## src/rtl/coef_mem_sched.sv

```systemverilog
// coef_mem_sched
// Schedules single-cycle accesses to a four-bank coefficient memory. There are
// two requesters: a host port for single-word reads and writes, and an engine
// that streams read bursts in address order. The two share one issue slot per
// cycle. In a burst, host and engine alternate whenever both want the slot.
//
// Ports
//   clk, rst_n            clock (rising edge), asynchronous active-low reset
//   host_req/we/addr/wdata host single-word request, held until host_gnt
//   host_gnt              combinational grant, access issued this cycle
//   host_rdata/rvalid     host read data and its one-cycle strobe
//   eng_start/base/len    burst start pulse, start address, word count (0 = 2^LEN_WIDTH)
//   eng_busy              burst in progress (BURST or DRAIN)
//   eng_rdata/rvalid      burst read data, one strobe per word
//   eng_done              one-cycle pulse in DRAIN, alongside the last eng_rvalid
//   mem_addr/cen_sel/wen/wdata  issue bus to the bank controller (wen active-low)
//   mem_rdata             bank read data, valid the cycle after a read issue
module coef_mem_sched #(
  parameter int ADDR_WIDTH = 14,
  parameter int DATA_WIDTH = 32,
  parameter int LEN_WIDTH  = 8
) (
  input  logic                  clk,
  input  logic                  rst_n,
  input  logic                  host_req,
  input  logic                  host_we,
  input  logic [ADDR_WIDTH-1:0] host_addr,
  input  logic [DATA_WIDTH-1:0] host_wdata,
  output logic                  host_gnt,
  output logic [DATA_WIDTH-1:0] host_rdata,
  output logic                  host_rvalid,
  input  logic                  eng_start,
  input  logic [ADDR_WIDTH-1:0] eng_base,
  input  logic [LEN_WIDTH-1:0]  eng_len,
  output logic                  eng_busy,
  output logic [DATA_WIDTH-1:0] eng_rdata,
  output logic                  eng_rvalid,
  output logic                  eng_done,
  output logic [ADDR_WIDTH-1:0] mem_addr,
  output logic                  mem_cen_sel,
  output logic                  mem_wen,
  output logic [DATA_WIDTH-1:0] mem_wdata,
  input  logic [DATA_WIDTH-1:0] mem_rdata
);

  typedef enum logic [1:0] {S_IDLE, S_BURST, S_DRAIN} state_t;

  localparam logic [1:0] OWN_NONE = 2'd0;
  localparam logic [1:0] OWN_HRD  = 2'd1;
  localparam logic [1:0] OWN_ENG  = 2'd2;

  localparam logic [ADDR_WIDTH-1:0] ADDR_ONE = {{(ADDR_WIDTH-1){1'b0}}, 1'b1};
  localparam logic [LEN_WIDTH:0]    REM_ONE  = {{LEN_WIDTH{1'b0}}, 1'b1};
  localparam logic [LEN_WIDTH:0]    REM_MAX  = {1'b1, {LEN_WIDTH{1'b0}}};

  state_t                state, state_nxt;
  logic [ADDR_WIDTH-1:0] burst_addr;
  logic [ADDR_WIDTH-1:0] addr_q;
  // One bit wider than eng_len so that a length of 0 can hold 2^LEN_WIDTH.
  logic [LEN_WIDTH:0]    remaining;
  logic                  last_eng;
  logic [1:0]            own_p1;
  logic                  host_sel, eng_sel, issue;

  // State register
  always_ff @(posedge clk or negedge rst_n) begin
    if (!rst_n) state <= S_IDLE;
    else        state <= state_nxt;
  end

  // Next-state logic
  always_comb begin
    state_nxt = state;
    case (state)
      S_IDLE:  if (eng_start) state_nxt = S_BURST;
      S_BURST: if (eng_sel && (remaining == REM_ONE)) state_nxt = S_DRAIN;
      S_DRAIN: state_nxt = S_IDLE;
      default: state_nxt = S_IDLE;
    endcase
  end

  // Slot arbitration. Gating with rst_n keeps the combinational grant
  // quiet while reset is held. The host wins a burst slot only after an
  // engine slot, so each side gets at least every other cycle.
  always_comb begin
    host_sel = 1'b0;
    eng_sel  = 1'b0;
    if (rst_n) begin
      case (state)
        S_IDLE, S_DRAIN: host_sel = host_req;
        S_BURST: begin
          host_sel = host_req && last_eng;
          eng_sel  = !(host_req && last_eng);
        end
        default: ;
      endcase
    end
  end

  assign issue       = host_sel | eng_sel;
  assign host_gnt    = host_sel;
  assign mem_cen_sel = issue;
  assign mem_wen     = ~(host_sel & host_we);
  assign mem_wdata   = host_wdata;
  assign mem_addr    = eng_sel  ? burst_addr :
                       host_sel ? host_addr  : addr_q;

  assign eng_busy    = (state != S_IDLE);
  assign eng_done    = (state == S_DRAIN);

  // Burst counters: loaded only from IDLE, so a start pulse mid-burst is ignored.
  always_ff @(posedge clk or negedge rst_n) begin
    if (!rst_n) begin
      burst_addr <= '0;
      remaining  <= '0;
    end else if ((state == S_IDLE) && eng_start) begin
      burst_addr <= eng_base;
      remaining  <= (eng_len == '0) ? REM_MAX : {1'b0, eng_len};
    end else if (eng_sel) begin
      burst_addr <= burst_addr + ADDR_ONE;
      remaining  <= remaining - REM_ONE;
    end
  end

  // Issue stage -> return stage: the owner tag steers next-cycle read data
  always_ff @(posedge clk or negedge rst_n) begin
    if (!rst_n) begin
      last_eng <= 1'b0;
      own_p1   <= OWN_NONE;
      addr_q   <= '0;
    end else begin
      last_eng <= eng_sel;
      own_p1   <= eng_sel                 ? OWN_ENG :
                  (host_sel && !host_we)  ? OWN_HRD : OWN_NONE;
      if (issue) addr_q <= mem_addr;
    end
  end

  assign host_rvalid = (own_p1 == OWN_HRD);
  assign eng_rvalid  = (own_p1 == OWN_ENG);
  assign host_rdata  = mem_rdata;
  assign eng_rdata   = mem_rdata;

endmodule

```

## config.mk

```make
export PLATFORM = sky130hd
export DESIGN_NAME = coef_mem_sched
export DESIGN_NICKNAME = d
export VERILOG_FILES = /design/src/rtl/coef_mem_sched.sv
export SDC_FILE = /design/constraint.sdc
export NUM_CORES = 1
export LEC_CHECK = 0
export CAP_MARGIN = 20
export CORE_ASPECT_RATIO = 0.6
export CORE_MARGIN = 5
export CORE_UTILIZATION = 35
export CTS_CLUSTER_SIZE = 30
export DETAILED_ROUTE_END_ITERATION = 10
export PLACE_DENSITY = 0.82
export SYNTH_ARGS = -nofsm -noshare
export SYNTH_HDL_FRONTEND = slang
export SYNTH_SLANG_ARGS = --single-unit
```

## constraint.sdc

```tcl
create_clock -name clk -period 3.2 [get_ports clk]
set_clock_uncertainty 0.15 [all_clocks]
set_input_delay 0.96 -clock clk [delete_from_list [all_inputs] [get_ports clk]]
set_output_delay 0.96 -clock clk [all_outputs]
set_load 0.005 [all_outputs]
```

; ---- After elaboration in Yosys (flattened, before gate mapping)
; Index checks and enable logic that the tools add are counted.
[op_classes]
n_addsub = 2
eq_ne = 7
n_mux = 16
bitwise_logic = 3
n_reduce_logical = 12
[op_table]
columns = op, count
row1 = 14-bit 2-to-1 mux, 4
row2 = 9-bit 2-to-1 mux, 3
row3 = 14-bit by 1-bit adder with 14-bit output (second input constant), 1
row4 = 9-bit by 1-bit equality test with 1-bit output (second input constant), 1
row5 = 9-bit by 1-bit subtractor with 9-bit output (second input constant), 1
row6 = 8-bit logical NOT, 1
row7 = 2-bit 2-to-1 mux, 3
row8 = 2-bit by 1-bit equality test with 1-bit output (second input constant), 2
row9 = 2-bit equality test (second input constant), 2
row10 = 1-bit logical AND, 4
row11 = 1-bit 2-to-1 mux, 4
row12 = 2-bit != test (second input constant), 2
row13 = 2-bit one-hot mux with 2 select lines, 1
row14 = 2-bit nonzero test, 2
row15 = 1-bit logical NOT, 2
row16 = 2-bit logical NOT, 1
row17 = 1-bit one-hot mux with 2 select lines, 1
row18 = 2-bit AND reduction, 1
row19 = 2-bit OR reduction, 1
row20 = 1-bit AND, 1
row21 = 1-bit inverter, 1
row22 = 1-bit bitwise OR, 1
[word_totals]
ff_bits = 42
input_bits = 105
output_inout_bits = 117
elab_cells = 46

; ---- Depth between registers and ports, before layout
; Gate-level depths: netlist (run 1).
[logic_depth]
word_depth = 7
ltp_mapped = 7
ltp_nobuf = 6

; ---- Worst setup path after synthesis (run 1)
; OpenSTA, ideal clock, no wires.
[synth_timing]
path_kind = input to output
from = in rst_n
to = out mem_addr[12]
arrival_time_ns = 1.877
required_ns = 2.090
path_slack_ns = 0.213
stages = 7
path_buffers = 2
path_cell_list = and3b_1 nand2_2 inv_2 nor2_1 buf_4 buf_4 a21o_1
[synth_via]
elab_chain_cells = 3
word_cells_on_any_way = 4
cone_classes = 4 x mux
[synth_rtl]
columns = item, line_no
row1 = "start, declared", 24  ; input logic rst_n,
row2 = 1-bit 2-to-1 mux, 88  ; if (rst_n) begin
row3 = 14-bit 2-to-1 mux, 106  ; host_sel ? host_addr : addr_q;
row4 = 14-bit 2-to-1 mux *, 105  ; assign mem_addr = eng_sel ? burst_addr :
row5 = "end, declared", 39  ; output logic [ADDR_WIDTH-1:0] mem_addr,
; Mark *: on every way between the ends. The rest lies on a longest branch, timed or not.

; ---- Worst setup path in the final report (run 1)
[layout_timing]
from = in rst_n
to = out mem_addr[13]
; Same word-level chain as after synthesis.

==> results of run 1 <==
[worst max-delay path, delay by kind of cell]
family                 cells  cell delay, ns
and+or+nand+nor            2            0.38
buffers and inverters      4            0.49
AOI/OAI and AO/OA          1            0.27
[power groups by stage]
stage | clock network [mW] | registers [mW] | logic (mW)
finish | 0.504 | 0.893 | 0.835
global route | 0.533 | 0.921 | 0.925
CTS | 0.512 | 0.887 | 0.847
detailed placement | 0 | 0.893 | 0.834
global placement | 0 | 0.882 | 0.804
floorplan | 0 | 0.838 | 0.591
[final cells by class]
class,instances,share of cell area [%]
tap,112,4.13
clock buffer,6,3.80
inverter,7,0.922
timing repair buffer,92,25.2
multi-input combinational,172,35.3
clock inverter,2,0.442
sequential,41,30.2
[Yosys cell counts (2+ instances only)]
cell / instances
nor3b_1: 4
ha_1: 3
buf_2: 5
dfrtp_1: 41
nand4_1: 3
a221o_1: 15
clkbuf_1: 4
nor4_1: 6
or2_2: 3
and3_1: 4
nor2b_1: 4
a22oi_1: 3
o211ai_1: 4
o311ai_1: 6
nor2_1: 11
o21ai_1: 5
nand3_1: 9
a22o_1: 12
nand2_1: 18
a21oi_1: 5
o21ai_0: 6
inv_1: 6
a21o_1: 23
nor3_1: 8
buf_4: 98
buf_6: 2
or4_1: 2
or3_1: 2
[through the flow]
stage	std cells	area, sq um	worst slack, ns	hold slack [ns]	setup TNS, ns
after floorplan	329	3010	0.213	0.300	0
after global placement	413	3130	-0.613	0.310	-9.71
after detailed placement	413	3130	-0.666	0.317	-10.45
after CTS	432	3400	-0.0313	0.331	-0.126
after global routing	432	3390	-0.0415	0.349	-0.189
final	432	3390	-0.0115	0.329	-0.0120
[how the worst max path moves through the flow]
stage	from	endpoint	slack (ns)
floorplan	rst_n	mem_addr[12]	0.21
global route	rst_n	mem_addr[8]	-0.04
CTS	rst_n	mem_addr[12]	-0.03
finish	rst_n	mem_addr[13]	-0.01
detailed placement	host_req	mem_addr[8]	-0.67
global placement	host_req	mem_addr[1]	-0.61
[layer usage]
metal	vias up	GRT usage [%]	share of wire, %
met4	0	3.73	1.3
met2	152	22.9	44
li1	1075	-	-
met3	15	7.08	13
met1	1134	19.2	41
met5	-	0	0
[placed cells by master (no fill, tap or decap), types with 8 or more instances in the layout]
cell type        netlist  layout
clkdlybuf4s50_1        0      42
buf_2                  5      10
a21o_1                23      23
nor2_1                11      10
a22o_1                12      12
nand3_1                9       9
nor3_1                 8       8
dfrtp_1               41      41
a221o_1               15      15
nand2_1               18      16
buf_4                 98      23
[flip-flops by register name, indices dropped and copies added (netlist names)]
| signal | flops |
|---|---|
| addr_q | 14 |
| last_eng | 1 |
| remaining | 9 |
| state | 2 |
| burst_addr | 14 |
| own_p1 | 1 |
[kinds of logic (layout without fill, tap and decap cells)]
| group | count (synthesis) | count (layout) | share of synthesized area, % |
|---|---|---|---|
| muxes | 2 | 2 | 0.707 |
| xor gates and xnor gates | 1 | 1 | 0.291 |
| buffers and inverters | 116 | 107 | 27.4 |
| AOI/OAI and AO/OA | 84 | 84 | 21.7 |
| and+or+nand+nor | 82 | 82 | 14.5 |
| DFF | 41 | 41 | 34.1 |
| adders and majority gates | 3 | 3 | 1.25 |
[repair_timing]
action                                  in CTS  in global routing
endpoints found under the setup margin      17                 15
gates resized for setup                     61                 16
setup buffers                                9                  0
cloned                                       2                  1
pin swaps                                   10                  5
==> out/metrics.yaml, run 1 <==
floorplanning:
  start_util_pct: 35.7
  core_sq_um: 8430
  ios: 222
  die_w_um: 130
  die-area_sq_um: 10600
  die_h_um: 81.8
  rows: 26
sta:
  layout_min_cycle_time_ns: 3.21
  drv_slew: 0
  setup_viol: 2
  finalCritPeriodShare_pct: 100
  fmax_mhz: 311
  tightest_slew_ns: 0.740
  rsz0062_at_grt: "yes"
  slew_headroom_pct: 50.2
  hold_viol: 0
  worst_slack_ns: -0.0115
power_and_ir_drop:
  pwr-share-seq_pct: 40.0
  cellPowerDensity_nw_per_um2: 658
  p_sw_share_pct: 35.1
  finalPower_mw: 2.23
  p_clk_share_pct: 22.6
  p_int_mw: 1.45
  comb_power_share_pct: 37.4
  power.switching_mw: 0.784
  peakVddDrop_v: 0.000278
  cellLeakagePower_nw: 1.58
layout:
  drive_gt1_share_pct: 21.3
  fin_util_pct: 40.3
  final_nets: 427
  register_area_sq_um: 1030
  multiInputGateArea_sq_um: 1200
  antenna_cells: 0
  syn_to_final_growth_pct: 12.9
  fill_cells: 788
worst_setup_path:
  r2r_slack_ns: 1.07
  critical-path-max-stage-delay_ns: 0.27
  reg2reg_depth: 6
  path_cells: "buf_8 -> and3b_2 -> buf_4 -> buf_4 -> and3_4 -> a221o_1 -> buf_2"
  path_common_cell: "buf_4"
  criticalPathCategory: "primary input to output port"
  reg2reg_from: "state[1]"
  cp_slowest_cell: "a221o_1"
  reg2reg_to: "burst_addr[12]"
  startpoint_type: "primary input"
  cp.required_ns: 2.09
  cp.arrival_ns: 2.10
  endpoint_kind: "output port"
  path_max_fanout: 4
cts:
  clk_path_buf_depth: 2
  cts-buffers-inserted: 5
  clock_sinks: 41
  clk_latency_ns: 0.29
  cts_tree: "yes"
  htree_num_levels: 2
  clkTransAtPathRegs_ns: 0.06
  cts-root-buf: "clkbuf_16"
  ctsHoldBuffers: 0
detailed_routing:
  via_per_inst: 5.50
  dr_total_vias: 2376
  drtPass1Iterations: 6
  wl_per_cell_um: 18.4
  postRouteAntennaNets: 0
  dr.first_iter.drc_count: 241
  drc_errors: 0
  drt_wl_total_um: 7950
min_path:
  hp-class: "flip-flop to flip-flop"
  whs_path_depth: 1
  min_from: "addr_q[9]"
  hold_end: "addr_q[9]"
grt:
  gr-total-overflow: 0
  grt_max_degree: 24
  grt_pass1_wl_um: 12400
  antenna_found_initial: 0
  grt_pass1_vias: 2405
  grt_use_total_pct: 15.0
yosys:
  ys_seq_area_share_pct: 34.1
  syn_inst: 329
  syn_nets: 437
  yosysTopAreaCell: "dfrtp_1"
  ys_seq_elements: 41
  synth.avg_cell_area_sq_um: 9.14
  yosys-top-cells-area: "dfrtp_1 (34%), buf_4 (24%), a21o_1 (5.7%), a221o_1 (5.0%), a22o_1 (3.5%)"
  synth_cell_type_count: 45
  synthFlopType: "dfrtp_1"
  ys_async_sr_fraction_pct: 100
  synth_edf_count: 0
  ys_warn_count: 0
  synth.top_cell.area_share_pct: 34.1
  synth_area_sq_um: 3010
run_status:
  failed_checks: "setup timing"
  status: "complete, but fails checks"
placed_design:
  routabilityCongestion: 0.930
  port-buffer-count: 61
  hpwlAfterDp_um: 5720
job:
  drv_cap: 0
Power figures use the tool's default switching activity.
==> run 2, diff against run 1 <==
Settings changed: CAP_MARGIN 20 to unset.
==> results of run 2 <==
No change in the layout: final DEF, timing and power equal those of run 1.
